`config.mk`:
```
export PLATFORM = sky130hd
export DESIGN_NAME = ball_renderer
export DESIGN_NICKNAME = d
export VERILOG_FILES = /design/src/rtl/ball_renderer.sv
export SDC_FILE = /design/constraint.sdc
export NUM_CORES = 1
export LEC_CHECK = 0
export CAP_MARGIN = 40
export CORE_ASPECT_RATIO = 1.75
export CORE_MARGIN = 2
export CORE_UTILIZATION = 46
export CTS_BUF_LIST = sky130_fd_sc_hd__clkbuf_4 sky130_fd_sc_hd__clkbuf_8
export DETAILED_ROUTE_END_ITERATION = 16
export PLACE_DENSITY = 0.72
export SYNTH_ARGS = -nofsm -noshare
export SYNTH_HDL_FRONTEND = slang
export SYNTH_SLANG_ARGS = --single-unit
```
`constraint.sdc`:
```
create_clock -name clock_at_100mhz -period 5.47 [get_ports clock_at_100mhz]
set_input_delay 1.094 -clock clock_at_100mhz [delete_from_list [all_inputs] [get_ports clock_at_100mhz]]
set_output_delay 1.094 -clock clock_at_100mhz [all_outputs]
set_load 0.01 [all_outputs]
```
`src/rtl/ball_renderer.sv`:
```
// ---------------------------------------------------------------------------
// ball_renderer
//
// Bouncing-ball demo layer for a 640x480 VGA pipeline. A square ball moves
// diagonally inside a white border and bounces off it. The upstream timing
// generator supplies pixel coordinates, video_on and the syncs. This block
// registers one colour per pixel tick. It delays the syncs by the same amount
// so that they stay aligned with the colour.
//
// Parameters
//   BALL_SIZE   ball edge length in pixels
//   BALL_STEP   per-frame displacement on each axis in pixels
//   WALL_WIDTH  border thickness in pixels
//   BALL_COLOR / WALL_COLOR / BG_COLOR   4:4:4 RGB colours
//
// Ports
//   clock_at_100mhz   system clock
//   reset_button_n    asynchronous active-low reset
//   p_tick            25 MHz pixel enable (one clock in four)
//   video_on          current pixel lies in the visible 640x480 area
//   x_pixel, y_pixel  current pixel coordinates (0-799, 0-524)
//   horizontal_sync, vertical_sync   upstream syncs
//   pause_button      (only with BALL_PAUSE_EN) freeze ball motion
//   rgb               registered pixel colour
//   hsync_out, vsync_out  syncs delayed to line up with rgb
//   frame_tick        one-clock pulse when pixel (0,480) is ticked
//   ball_x, ball_y    top-left corner of the ball
//   bounce_count      saturating count of wall bounces
//
// Optional feature: define BALL_PAUSE_EN to add pause_button and the PAUSED
// state.
// ---------------------------------------------------------------------------
module ball_renderer #(
    parameter int          BALL_SIZE  = 8,
    parameter int          BALL_STEP  = 2,
    parameter int          WALL_WIDTH = 4,
    parameter logic [11:0] BALL_COLOR = 12'hF00,
    parameter logic [11:0] WALL_COLOR = 12'hFFF,
    parameter logic [11:0] BG_COLOR   = 12'h000
) (
    input  logic        clock_at_100mhz,
    input  logic        reset_button_n,
    input  logic        p_tick,
    input  logic        video_on,
    input  logic [9:0]  x_pixel,
    input  logic [9:0]  y_pixel,
    input  logic        horizontal_sync,
    input  logic        vertical_sync,
`ifdef BALL_PAUSE_EN
    input  logic        pause_button,
`endif
    output logic [11:0] rgb,
    output logic        hsync_out,
    output logic        vsync_out,
    output logic        frame_tick,
    output logic [9:0]  ball_x,
    output logic [9:0]  ball_y,
    output logic [7:0]  bounce_count
);

    // Movement limits for the ball's top-left corner. All position
    // arithmetic is done in 11 bits, so that +step near 1023 and -step near
    // 0 cannot wrap.
    localparam logic [10:0] STEP    = 11'(BALL_STEP);
    localparam logic [10:0] SIZE    = 11'(BALL_SIZE);
    localparam logic [10:0] WALL    = 11'(WALL_WIDTH);
    localparam logic [10:0] XMIN    = 11'(WALL_WIDTH);
    localparam logic [10:0] YMIN    = 11'(WALL_WIDTH);
    localparam logic [10:0] XMAX    = 11'(640 - WALL_WIDTH - BALL_SIZE);
    localparam logic [10:0] YMAX    = 11'(480 - WALL_WIDTH - BALL_SIZE);
    localparam logic [10:0] WALL_XR = 11'(640 - WALL_WIDTH);
    localparam logic [10:0] WALL_YB = 11'(480 - WALL_WIDTH);

    localparam logic [9:0]  X_RESET = 10'd316;
    localparam logic [9:0]  Y_RESET = 10'd236;

`ifdef BALL_PAUSE_EN
    typedef enum logic [1:0] {IDLE = 2'd0, RUN = 2'd1, PAUSED = 2'd2} state_t;
`else
    typedef enum logic [1:0] {IDLE = 2'd0, RUN = 2'd1} state_t;
`endif

    typedef struct packed {
        logic       bounced;
        logic       dir;
        logic [9:0] pos;
    } axis_t;

    state_t      state, state_next;
    logic        move_en;
    logic        dx, dy;
    axis_t       x_step, y_step;
    logic [7:0]  bounce_next;
    logic [8:0]  bounce_sum;
    logic [11:0] pixel_color;
    logic [10:0] px, py, bx, by;
    logic        in_ball, in_wall;

    // One axis of motion. The position moves by STEP in its direction. If
    // that would cross a limit, the position clamps to the limit and the
    // direction flips.
    function automatic axis_t axis_move(input logic [9:0] pos, input logic dir,
                                        input logic [10:0] lo, input logic [10:0] hi);
        axis_t       r;
        logic [10:0] p;
        logic [10:0] sum;
        logic [10:0] diff;
        p         = {1'b0, pos};
        sum       = p + STEP;
        diff      = p - STEP;
        r.bounced = 1'b0;
        r.dir     = dir;
        r.pos     = 10'(sum);
        if (dir) begin
            if (sum > hi) begin
                r.pos     = 10'(hi);
                r.dir     = 1'b0;
                r.bounced = 1'b1;
            end
        end else begin
            // p < lo + STEP is the same test as p - STEP < lo, without underflow
            if (p < lo + STEP) begin
                r.pos     = 10'(lo);
                r.dir     = 1'b1;
                r.bounced = 1'b1;
            end else begin
                r.pos     = 10'(diff);
            end
        end
        return r;
    endfunction

    // Frame boundary: the first blanking line, column 0. It is gated by reset,
    // so no frame can be acted on while reset is held.
    assign frame_tick = reset_button_n & p_tick & (x_pixel == 10'd0) & (y_pixel == 10'd480);

    // State register.
    always_ff @(posedge clock_at_100mhz or negedge reset_button_n) begin
        if (!reset_button_n) begin
            state <= IDLE;
        end else begin
            state <= state_next;
        end
    end

    // Next-state logic. The ball only moves on a frame tick in RUN that is
    // not entering a pause. The IDLE->RUN and PAUSED->RUN ticks leave it
    // where it is.
    always_comb begin
        state_next = state;
        move_en    = 1'b0;
        if (frame_tick) begin
            case (state)
                IDLE: state_next = RUN;
`ifdef BALL_PAUSE_EN
                RUN: begin
                    if (pause_button) begin
                        state_next = PAUSED;
                    end else begin
                        move_en = 1'b1;
                    end
                end
                PAUSED: begin
                    if (!pause_button) begin
                        state_next = RUN;
                    end
                end
`else
                RUN: move_en = 1'b1;
`endif
                default: state_next = IDLE;
            endcase
        end
    end

    // Candidate next position and direction for both axes. The bounce total
    // adds one per axis that hit a wall, saturating at 255.
    always_comb begin
        x_step      = axis_move(ball_x, dx, XMIN, XMAX);
        y_step      = axis_move(ball_y, dy, YMIN, YMAX);
        bounce_sum  = {1'b0, bounce_count} + {8'd0, x_step.bounced} + {8'd0, y_step.bounced};
        bounce_next = (bounce_sum > 9'd255) ? 8'hFF : bounce_sum[7:0];
    end

    // Ball position, direction and bounce counter registers.
    always_ff @(posedge clock_at_100mhz or negedge reset_button_n) begin
        if (!reset_button_n) begin
            ball_x       <= X_RESET;
            ball_y       <= Y_RESET;
            dx           <= 1'b1;
            dy           <= 1'b1;
            bounce_count <= 8'd0;
        end else if (move_en) begin
            ball_x       <= x_step.pos;
            ball_y       <= y_step.pos;
            dx           <= x_step.dir;
            dy           <= y_step.dir;
            bounce_count <= bounce_next;
        end
    end

    // Pixel classification. The ball has priority over the wall, and the
    // wall has priority over the background. Blanking always gives black.
    always_comb begin
        px          = {1'b0, x_pixel};
        py          = {1'b0, y_pixel};
        bx          = {1'b0, ball_x};
        by          = {1'b0, ball_y};
        in_ball     = (px >= bx) && (px < bx + SIZE) && (py >= by) && (py < by + SIZE);
        in_wall     = (px < WALL) || (px >= WALL_XR) || (py < WALL) || (py >= WALL_YB);
        pixel_color = BG_COLOR;
        if (!video_on) begin
            pixel_color = 12'h000;
        end else if (in_ball) begin
            pixel_color = BALL_COLOR;
        end else if (in_wall) begin
            pixel_color = WALL_COLOR;
        end
    end

    // Output pipeline stage. It advances only on pixel ticks, so the syncs
    // keep the same one-tick latency as the colour.
    always_ff @(posedge clock_at_100mhz or negedge reset_button_n) begin
        if (!reset_button_n) begin
            rgb       <= 12'h000;
            hsync_out <= 1'b0;
            vsync_out <= 1'b0;
        end else if (p_tick) begin
            rgb       <= pixel_color;
            hsync_out <= horizontal_sync;
            vsync_out <= vertical_sync;
        end
    end

endmodule

```
* Yosys cells after proc, flatten, opt, wreduce, memory -nomap -nowiden *
Cells that the tools add are included.

word-level totals
  bits in registers = 46
  bits of input ports = 26
  output and inout bits = 43
  word-level logic and storage cells = 60

cells by class
  add/subtract/negate cells = 8
  $lt $le $gt $ge = 13
  equal/unequal tests = 2
  mux-type cells = 15
  bitwise logic cells = 4
  reduce and logical (&&, ||, !) cells = 9

operators with widths
  kind                                                                                  number
  12-bit 2-to-1 mux                                                                     7
  10-bit by 3-bit < comparator with 1-bit output, second input constant                 4
  10-bit by 2-bit adder with 11-bit output, second input constant                       2
  10-bit by 4-bit adder with 11-bit output, second input constant                       2
  10-bit by 11-bit < comparator with 1-bit output                                       2
  10-bit greater-or-equal comparator                                                    2
  10-bit 2-to-1 mux                                                                     2
  10-bit by 2-bit subtractor with 10-bit output, second input constant                  2
  11-bit by 10-bit greater-than comparator with 1-bit output, second input constant     1
  11-bit by 9-bit greater-than comparator with 1-bit output, second input constant      1
  10-bit by 9-bit == test with 1-bit output, second input constant                      1
  10-bit greater-or-equal comparator, second input constant                             1
  10-bit by 9-bit greater-or-equal comparator with 1-bit output, second input constant  1
  10-bit zero test                                                                      1
  8-bit by 1-bit adder with 9-bit output                                                1
  9-bit by 1-bit adder with 9-bit output                                                1
  9-bit by 8-bit greater-than comparator with 1-bit output, second input constant       1
  8-bit 2-to-1 mux                                                                      1
  2-bit 2-to-1 mux                                                                      2
  2-bit one-hot mux with 2 select lines                                                 1
  1-bit AND                                                                             3
  1-bit logical AND                                                                     3
  1-bit logical OR                                                                      3
  2-bit by 1-bit == test with 1-bit output, second input constant                       1
  other kinds (4)                                                                       5

* Depth between registers and ports, before layout *
Gate-level depths: netlist of run 1.

  depth after elaboration = 8
  gate-level depth with buffers = 15
  mapped depth without buffers = 15

* Worst setup path before layout of run 1 *
Ideal clock, no wire load.

  path kind = register -> register
  from = register ball_y[2]
  to = register bounce_count[2]
  setup time = 0.120 ns
  arrival = 3.279 ns
  data required time = 5.350 ns
  slack = 2.071 ns
  stages on the path, launching flop included = 16
  period minus slack after synthesis = 3.399 ns
  cells stage by stage = dfstp_2 > inv_1 > ha_1 > inv_1 > o221ai_1 > a211o_1 > a311oi_2 > nor2_1 > fa_1 > ha_1 > nand3_1 > nor2_1 > and3_1 > nor2_1 > and3_1 > a21oi_1

between the ends
  longest elaborated chain between the ends = 7
  elaborated cells between the ends (all ways) = 9

ends and longest elaborated chain
  element                                                    RTL line  source
  start: declaration                                         57        output logic [9:0] ball_y,
  start signal: assignment                                   195       ball_y <= y_step.pos;
  10-bit by 2-bit adder with 11-bit output                   109       sum = p + STEP;
  11-bit by 9-bit greater-than comparator with 1-bit output  115       if (sum > hi) begin
  12-bit 2-to-1 mux                                          115
  12-bit 2-to-1 mux (*)                                      114       if (dir) begin
  9-bit by 1-bit adder with 9-bit output (*)                 181       bounce_sum = {1'b0, bounce_count} + {8'd0, x_step.bounced} + {8'd0, y_step.bounced};
  9-bit by 8-bit greater-than comparator with 1-bit output   182       bounce_next = (bounce_sum > 9'd255) ? 8'hFF : bounce_sum[7:0];
  8-bit 2-to-1 mux (*)                                       182
  end signal: assignment                                     198       bounce_count <= bounce_next;
  end: declaration                                           58        output logic [7:0] bounce_count

Every way passes the cells marked *; elsewhere a longest branch is shown, timed or not.
A chain may end at the register's enable or synchronous reset.

* Worst setup path in the final report of run 1 *
  from = input port y_pixel[5]
  to = output port frame_tick

between the ends
  longest elaborated chain between the ends = 2

ends and longest elaborated chain
  element                                    RTL line  source
  start: declaration                         46        input logic [9:0] y_pixel,
  10-bit by 9-bit == test with 1-bit output  135       assign frame_tick = reset_button_n & p_tick & (x_pixel == 10'd0) & (y_pixel == 10'd480);
  1-bit AND                                  135
  end: declaration                           55        output logic frame_tick,

No other way between the ends.

==> impl_metrics.ini, run 1 <==
[status]
outcome = completed

[synthesis]
synthTopCellsByArea = dfrtp_1 (15%), ha_1 (15%), dfstp_2 (9.0%)
netlist_instances = 434
synth_seq_area_share_pct = 24.0
syn-cell-area_um2 = 3510
synth_edf_count = 0
yosys.area.top_type = dfrtp_1
netlist.area_leader.share_pct = 15.0
ys.flop_type = dfrtp_1
yosys_warnings = 0
ys_ff_latch = 33
synth_cell_type_count = 66
ys_async_sr_fraction_pct = 100
syn_avg_cell_area_um2 = 8.08

[sta]
achievable-frequency_ghz = 0.252
hold_ws_ps = 507
setup_tns_ps = 0
final-hold-violation-count = 0
setup_viol = 0
maxSlewHeadroom_pct = 45.1
setup_ws_ps = 1500
finalClockSkew_ps = 3.37
tightest_slew_ps = 820
finalCriticalPeriod_ps = 3970
rsz0062_at_grt = no
fin_crit_sh_pct = 72.5
slew_violations = 0

[finish]
num-fill-cells = 719
num_antenna_cells = 0
design_area_um2 = 4260
multiInputGateArea_um2 = 2380
fin_nets = 547
drive_above_1_share_pct = 7.31
seq_area_um2 = 841
layout-area-overhead-vs-synth_pct = 21.5

[critical_path]
slowest_delay_ps = 560
crit_start = y_pixel[5]
rr_worst_depth = 15
crit_slowest_cell = clkdlybuf4s50_1
crit_chain = clkdlybuf4s50_1, nor4bb_1, nand4_1, nor2_1, clkdlybuf4s50_1
r2r-start = ball_y[2]$_DFFE_PN1P_
start_kind = input pin
cp-end-kind = output pin
cp.required_ps = 4380
path_class = input pin to output pin
crit_arrival_ps = 2870
cp_max_fo = 5
rrSetupSlack_ps = 1540
critPathMostFrequentCell = clkdlybuf4s50_1

[floorplan]
pin_count = 69
die_h_um = 120
row_count = 42
core-area_um2 = 7460
die_x_um = 70.0
dieArea_um2 = 8370
start_util_pct = 47.0

[clocking]
ctsResizeCount = 0
cts-root-buf = clkbuf_8
cts-htree-levels = 2
clock_latency_ps = 300
clk_pin_slew_ps = 80
clock-sinks = 33
cts_tree = done
cts.path.max_buffers = 2
postCtsSetupBuffers = 0
cts_made_buffers = 5
ctsHoldBuffers = 0

[min_path]
hold_depth = 1
min_from = vsync_out$_DFFE_PN0P_
worst_hold_path_type = register to register

[placement]
gp_congestion = 0.978
dpl-instance-area_um2 = 4150
place_ws_ps = 1500
hpwl_um = 7790
portBuffers = 66

[power_and_ir_drop]
power.density_nw_per_um2 = 137
p_leak_nw = 1.71
power_mw = 0.582
ir_drop_mv = 0.132

[route]
dr.pass1.iters = 5
routed-via-count = 3575
avgRoutedWirePerCell_um = 18.0
antenna_left = 0
post-route-drc-count = 0
via_per_inst = 6.31
initialDrtViolationCount = 369
totalWireLength_um = 10200

[global_route]
grt_pass1_wl_um = 17200
grt_max_degree = 34
grt.total_usage_pct = 25.1
grt_pass1_vias = 3596
antenna_found_initial = 0
overflow = 0

[job]
cap_violations = 0
## layout make-up
cell class / instances / area share, %
flip-flops and latches: 33 / 19.7
well taps: 88 / 2.58
inverters: 29 / 2.55
multi-input cells: 340 / 55.9
clock buffers: 5 / 1.61
repair buffers: 69 / 16.5
clock inverters: 3 / 1.09
## through the flow
step	utilization [%]	cells
3_5_place_dp	55.6	559
6_report	57.1	567
5_1_grt	57.1	567
4_1_cts	57.1	567
3_3_place_gp	55.2	558
2_1_floorplan	-	435
## critical path, delay by kind of cell
kind	cells	cell delay, ps
buf+inv	2	1100
simple gates	3	680
## layer usage
| layer | vias to the layer above | part of all wire (%) | track usage, % |
|---|---|---|---|
| li1 | 1703 | - | - |
| met1 | 1716 | 37 | 27.1 |
| met2 | 125 | 55 | 47.8 |
| met3 | 31 | 4.2 | 2.27 |
| met4 | 0 | 3.6 | 12.1 |
| met5 | - | 0 | 0 |
## registers in the layout (all words and copies together) (netlist names)
register	count
ball_x	9
dx	1
state	1
hsync_out	1
vsync_out	1
ball_y	9
bounce_count	8
rgb	2
dy	1
## Yosys cell counts (all sizes together) (3+ instances only)
master	number
a2111oi	3
a211o	3
a211oi	4
a21o	6
a21oi	29
a31o	3
a31oi	13
and3	8
and4	5
buf	18
clkbuf	15
dfrtp	21
dfstp	12
ha	42
inv	28
mux2	3
nand2	31
nand2b	3
nand3	14
nand4	11
nor2	26
nor3	16
nor4	10
o2111ai	3
o211ai	5
o21a	7
o21ai	34
o221ai	3
o31ai	6
or3	4
xnor2	15
## cells in the final DEF, fill, tap and decap left out, types with 3 or more instances in the layout
master | netlist | routed
a211o_1 | 3 | 3
a211oi_1 | 4 | 4
a21o_1 | 6 | 6
a21oi_1 | 29 | 29
a31oi_1 | 13 | 13
and3_1 | 8 | 8
and4_1 | 5 | 5
clkbuf_8 | 0 | 5
clkdlybuf4s50_1 | 0 | 66
dfrtp_1 | 21 | 21
dfstp_2 | 12 | 12
ha_1 | 42 | 42
inv_1 | 28 | 28
mux2_2 | 3 | 3
nand2_1 | 31 | 31
nand2b_1 | 3 | 3
nand3_1 | 13 | 13
nand4_1 | 11 | 11
nor2_1 | 26 | 26
nor3_1 | 15 | 15
nor4_1 | 10 | 10
o2111ai_1 | 3 | 3
o211ai_1 | 5 | 5
o21a_1 | 7 | 7
o21ai_0 | 31 | 31
o221ai_1 | 3 | 3
o31ai_1 | 6 | 6
or3_1 | 4 | 4
xnor2_1 | 15 | 15
## cell families (layout without fill, tap and decap cells)
| family | count (synthesis) | after routing | share of synthesized area [%] |
|---|---|---|---|
| adders and majority gates | 43 | 43 | 15.6 |
| DFF | 33 | 33 | 24.0 |
| and+or+nand+nor | 139 | 139 | 21.1 |
| xor gates and xnor gates | 16 | 16 | 4.00 |
| muxes | 3 | 3 | 0.963 |
| AOI/OAI and AO/OA | 137 | 137 | 26.2 |
| buffers and inverters | 62 | 106 | 8.13 |
| other | 1 | 2 | 0.107 |
## power breakdown
| part | switching [mW] | internal, mW |
|---|---|---|
| registers | 0.00343 | 0.247 |
| clock network | 0.104 | 0.136 |
| logic | 0.0399 | 0.0511 |
| total | 0.147 | 0.435 |
## worst paths after layout
kind                                                     to
min in group asynchronous                rgb[7]$_DFFE_PN0P_
max in group asynchronous             ball_x[8]$_DFFE_PN1P_
worst max-delay path                             frame_tick
worst max register to register  bounce_count[2]$_DFFE_PN0P_
worst min-delay path                  vsync_out$_DFFE_PN0P_
worst min register to register        vsync_out$_DFFE_PN0P_
Power figures use the tool's default switching activity.
==> run 2, diff against run 1 <==
--- a/config.mk
+++ b/config.mk
@@ -11,7 +11,7 @@
 export CORE_UTILIZATION = 46
 export CTS_BUF_LIST = sky130_fd_sc_hd__clkbuf_4 sky130_fd_sc_hd__clkbuf_8
 export DETAILED_ROUTE_END_ITERATION = 16
-export PLACE_DENSITY = 0.72
+export PLACE_DENSITY = 0.75
 export SYNTH_ARGS = -nofsm -noshare
 export SYNTH_HDL_FRONTEND = slang
 export SYNTH_SLANG_ARGS = --single-unit
==> constraint.sdc (replaced) <==
create_clock -name clock_at_100mhz -period 3.4 [get_ports clock_at_100mhz]
set_input_delay 0.68 -clock clock_at_100mhz [delete_from_list [all_inputs] [get_ports clock_at_100mhz]]
set_output_delay 0.68 -clock clock_at_100mhz [all_outputs]
set_load 0.01 [all_outputs]
==> run 2 against run 1 <==
Net effect: setup slack got worse by 1300 ps; sequential share of layout area fell by 0.92 points; combinational power increased by 63%; non-clock buffer count grew 25; first-iteration DRC count shrank 37%; critical path type is now register to register; cell area grew 4.9%; global-route usage up 0.67 points.
==> impl_metrics.ini, run 2 (synthesized netlist as in run 1, its figures left out) <==
[finish]
reg_top3 = ball_x (9), ball_y (9), bounce_count (8)
drive_above_1_share_pct = 14.9
num_antenna_cells = 0
mostFrequentLayoutCells = clkdlybuf4s50_1 (66), ha_1 (39), o21ai_0 (31)
final_common_cell = clkdlybuf4s50_1
final_cells = 592
fin_nets = 572
num-fill-cells = 722
final_core_util_pct = 59.9
layout-area-overhead-vs-synth_pct = 27.5

[route]
post-route-drc-count = 0
initialDrtViolationCount = 231
antenna_left = 0
routed-via-count = 3676
dr.pass1.iters = 4
via_per_inst = 6.21
totalWireLength_um = 10700
avgRoutedWirePerCell_um = 18.1

[sta]
tightest_slew_ps = 561
setup_ws_ps = 185
final-hold-violation-count = 0
achievable-frequency_ghz = 0.311
setup_viol = 0
maxSlewHeadroom_pct = 62.2
finalClockSkew_ps = 4.96
hold_ws_ps = 506
slew_violations = 0
fin_crit_sh_pct = 94.6
finalCriticalPeriod_ps = 3210

[clocking]
clock_latency_ps = 300
postCtsSetupBuffers = 0
cts_tree = done
cts.path.max_buffers = 2
clk_pin_slew_ps = 70
clock-sinks = 33
ctsHoldBuffers = 0
cts-htree-levels = 2
cts_made_buffers = 5
cts-root-buf = clkbuf_8

[global_route]
grt_max_degree = 34
grt_pass1_wl_um = 17500
grt_pass1_vias = 3711
overflow = 0
grt.total_usage_pct = 25.8
antenna_found_initial = 0

[floorplan]
row_count = 42
core-area_um2 = 7460
pin_count = 69
die_h_um = 120
dieArea_um2 = 8370
die_x_um = 70.0
start_util_pct = 47.0

[power_and_ir_drop]
ir_drop_mv = 0.232
p_leak_nw = 1.82
p_int_mw = 0.662
swShare_pct = 25.8
power.density_nw_per_um2 = 200
seqPwrFrac_pct = 45.1
pwr-share-clk_pct = 38.2
comb_power_share_pct = 16.6
power_mw = 0.893
p_sw_mw = 0.231

[min_path]
worst_hold_path_type = register to register

[critical_path]
cp.required_ps = 3620
path_class = register to register
cp_max_fo = 6
start_kind = register
crit_arrival_ps = 3430
cp-end-kind = register
rrSetupSlack_ps = 190

[job]
cap_violations = 0

[placement]
portBuffers = 66
hpwl_um = 8270
gp_congestion = 0.923
place_ws_ps = -24.5
dpl.cell_count = 584

[status]
outcome = completed
==> run 2: per-layer routing <==
layer  vias to the layer above  GRT usage, %  routed length (um)
met5                         -             0                   0
met4                         0          13.5                 439
met3                        42          3.53                 415
met2                       120          47.6                5810
met1                      1767          27.9                4080
li1                       1747             -                   -
==> run 2: layout make-up <==
class                      instances  area (um2)  area share (%)
tap                               88         110            2.46
multi-input combinational        340        2440            54.6
sequential                        33         841            18.8
inverter                          29         109            2.43
timing repair buffer              94         871            19.5
clock buffer                       8        97.6            2.18
==> run 2: timing repair <==
action	in CTS	in global routing
resized for setup	1	15
pin swaps	0	4
setup endpoints to repair	2	6
endpoints found under the hold margin	0	0
==> run 2: worst paths after layout <==
check	from	to	depth (start not counted)
max	ball_y[2]$_DFFE_PN1P_	bounce_count[4]$_DFFE_PN0P_	14
min	state[0]$_DFFE_PN0P_	state[0]$_DFFE_PN0P_	2
max reg2reg	ball_y[2]$_DFFE_PN1P_	bounce_count[4]$_DFFE_PN0P_	14
min reg2reg	state[0]$_DFFE_PN0P_	state[0]$_DFFE_PN0P_	2
max in group asynchronous	reset_button_n	ball_x[8]$_DFFE_PN1P_	2
min in group asynchronous	reset_button_n	ball_y[1]$_DFFE_PN0P_	2
==> run 2: per-stage QoR <==
stage	area (um2)	setup TNS, ps
after floorplan	3510	0
after global placement	4320	0
after detailed placement	4320	-25.5
after CTS	4420	0
after global routing	4470	-23.3
final	4470	0
==> run 2: power groups by stage <==
stage	Combinational [mW]	Sequential, mW	Clock, mW
2_1_floorplan	0.0683	0.412	0
3_3_place_gp	0.144	0.410	0
3_5_place_dp	0.150	0.410	0
4_1_cts	0.150	0.403	0.349
5_1_grt	0.162	0.405	0.364
6_report	0.148	0.403	0.341
==> run 2: worst max-delay path: stages, from the launching register on <==
cell	delay, ps
dfstp_2	550
buf_4	140
nand2_2	100
or4_4	540
a22oi_2	210
a311oi_2	140
nor2_2	160
fa_2	240
ha_2	210
nand3_2	120
nor2_2	160
and3_4	220
nor2_2	50
buf_4	140
a31oi_1	150
==> run 3, diff against run 2 <==
==> constraint.sdc (replaced) <==
create_clock -name clock_at_100mhz -period 3.4 [get_ports clock_at_100mhz]
set_input_delay 0.68 -clock clock_at_100mhz [delete_from_list [all_inputs] [get_ports clock_at_100mhz]]
set_output_delay 0.68 -clock clock_at_100mhz [all_outputs]
set_load 0.1 [all_outputs]
==> run 3 against run 2 <==
Net effect: maximum frequency is 0.35% lower; power up 11%; count of clock-buffer cells in the layout down 3; via count is 1.6% lower; clock skew grew 6.0 ps; register-to-register slack about the same; first-iteration DRC count increased by 5.6%; utilization is 0.97 points lower; flip-flop and latch count stayed put; wire length is 1.7% lower; die area unchanged; sequential power hardly changed.
==> impl_metrics.ini, run 3 (synthesized netlist as in run 1, its figures left out) <==
[critical_path]
crit_slowest_cell = dfstp_4
cp_max_fo = 12
slowest_delay_ps = 700
crit_buf_inv = 0
path_class = register to register
critPathMostFrequentCell = nor2_1
crit_family = compound AO/OA/AOI/OAI gates
crit_cells = 14
cp-end-kind = register
crit_arrival_ps = 3420
cp.required_ps = 3590
start_kind = register
crit_chain = ha_1, and2_1, xnor2_1, a211o_1, a311oi_2, nor2_1, fa_2, ha_4, nand3_2, nor2_2, and3_4, a21oi_1, nor2_1, a2bb2oi_1
rr_worst_depth = 14

[sta]
setup_ws_ps = 174
tightest_slew_ps = 495
hold_ws_ps = 487
setup_viol = 0
achievable-frequency_ghz = 0.310
slew_violations = 0
fin_crit_sh_pct = 94.9
finalCriticalPeriod_ps = 3230
finalClockSkew_ps = 11.0
final-hold-violation-count = 0
maxSlewHeadroom_pct = 66.7

[min_path]
worst_hold_path_type = register to register
hold_depth = 2

[clocking]
cts_tree = done
cts_made_buffers = 5
clock_latency_ps = 300
postCtsSetupBuffers = 0
clock-sinks = 33
cts.path.max_buffers = 2
ctsHoldBuffers = 0
clk_pin_slew_ps = 80
cts-root-buf = clkbuf_8
ctsResizeCount = 0
cts-htree-levels = 2

[power_and_ir_drop]
p_sw_mw = 0.370
seqPwrFrac_pct = 40.6
p_int_mw = 0.621
ir_drop_mv = 0.146
power.density_nw_per_um2 = 225
comb_power_share_pct = 28.3
pwr-share-clk_pct = 31.1
p_leak_nw = 1.81
swShare_pct = 37.3

[floorplan]
row_count = 42
dieArea_um2 = 8370
die_x_um = 70.0
core-area_um2 = 7460
die_h_um = 120
start_util_pct = 47.0
pin_count = 69

[route]
post-route-drc-count = 0
totalWireLength_um = 10600
routed-via-count = 3618
via_per_inst = 6.22
antenna_left = 0
dr.pass1.iters = 5
avgRoutedWirePerCell_um = 18.1
initialDrtViolationCount = 244

[finish]
seq_area_um2 = 876
layout-area-overhead-vs-synth_pct = 25.4
num-fill-cells = 713
fin_nets = 562
mostFrequentLayoutCells = buf_4 (53), ha_1 (37), nand2_1 (31), o21ai_0 (31), a21oi_1 (28)
num_antenna_cells = 0
design_area_um2 = 4400
reg_top3 = ball_x (9), ball_y (9), bounce_count (8)
final_cells = 582
final_common_cell = buf_4
multiInputGateArea_um2 = 2480
drive_above_1_share_pct = 22.5

[placement]
dpl.cell_count = 574
dpl-instance-area_um2 = 4280
gp_congestion = 0.964
hpwl_um = 8310
portBuffers = 66
place_ws_ps = 131

[global_route]
grt_max_degree = 34
antenna_found_initial = 0
grt_pass1_vias = 3570
grt.total_usage_pct = 25.7
overflow = 0
grt_pass1_wl_um = 17200

[status]
outcome = completed

[job]
cap_violations = 0
run 3: cell count changes in the layout (fill, tap and decap cells not counted), sizes merged:
cell and change:
buf +29, clkbuf -3, clkdlybuf4s50 -39, clkinv +2, clkinvlp +1
run 3: area by class of cell:
| type | instances | share of cell area [%] |
|---|---|---|
| multi-input combinational | 340 | 56.3 |
| sequential | 33 | 19.9 |
| timing repair buffer | 84 | 16.8 |
| inverter | 29 | 2.53 |
| tap | 88 | 2.50 |
| clock buffer | 5 | 1.56 |
| clock inverter | 3 | 0.398 |
run 3: worst paths after layout:
kind	start	endpoint	slack, ps
setup / recovery	ball_y[3]$_DFFE_PN1P_	bounce_count[5]$_DFFE_PN0P_	170
setup reg to reg	ball_y[3]$_DFFE_PN1P_	bounce_count[5]$_DFFE_PN0P_	170
max in group asynchronous	reset_button_n	dy$_DFFE_PN1P_	2200
hold reg to reg	state[0]$_DFFE_PN0P_	state[0]$_DFFE_PN0P_	490
hold / removal	state[0]$_DFFE_PN0P_	state[0]$_DFFE_PN0P_	490
min in group asynchronous	reset_button_n	ball_y[1]$_DFFE_PN0P_	820
run 3: power groups by stage:
| stage | Sequential (mW) | Combinational, mW | Clock [mW] |
|---|---|---|---|
| CTS | 0.403 | 0.283 | 0.318 |
| floorplan | 0.446 | 0.167 | 0 |
| global route | 0.404 | 0.295 | 0.330 |
| detailed placement | 0.410 | 0.282 | 0 |
| global placement | 0.410 | 0.269 | 0 |
| finish | 0.403 | 0.280 | 0.309 |
run 3: layer usage:
| metal | vias to the layer above | GRT usage [%] | wire length, um |
|---|---|---|---|
| li1 | 1742 | - | - |
| met5 | - | 0 | 0 |
| met2 | 138 | 49.7 | 5910 |
| met1 | 1704 | 26.5 | 3780 |
| met3 | 34 | 2.77 | 463 |
| met4 | 0 | 12.7 | 404 |
run 3: per-stage QoR:
stage / setup TNS, ps / total power [mW] / utilization (%)
2_1_floorplan: 0 / 0.612 / -
3_3_place_gp: 0 / 0.679 / 57.0
3_5_place_dp: 0 / 0.692 / 57.4
4_1_cts: 0 / 1.00 / 58.6
5_1_grt: -47.0 / 1.03 / 59.0
6_report: 0 / 0.991 / 59.0
run 3: tightest hold or removal path: stages (launching register included):
cell	delay (ps)
dfrtp_1	330
inv_1	60
o21ai_0	60
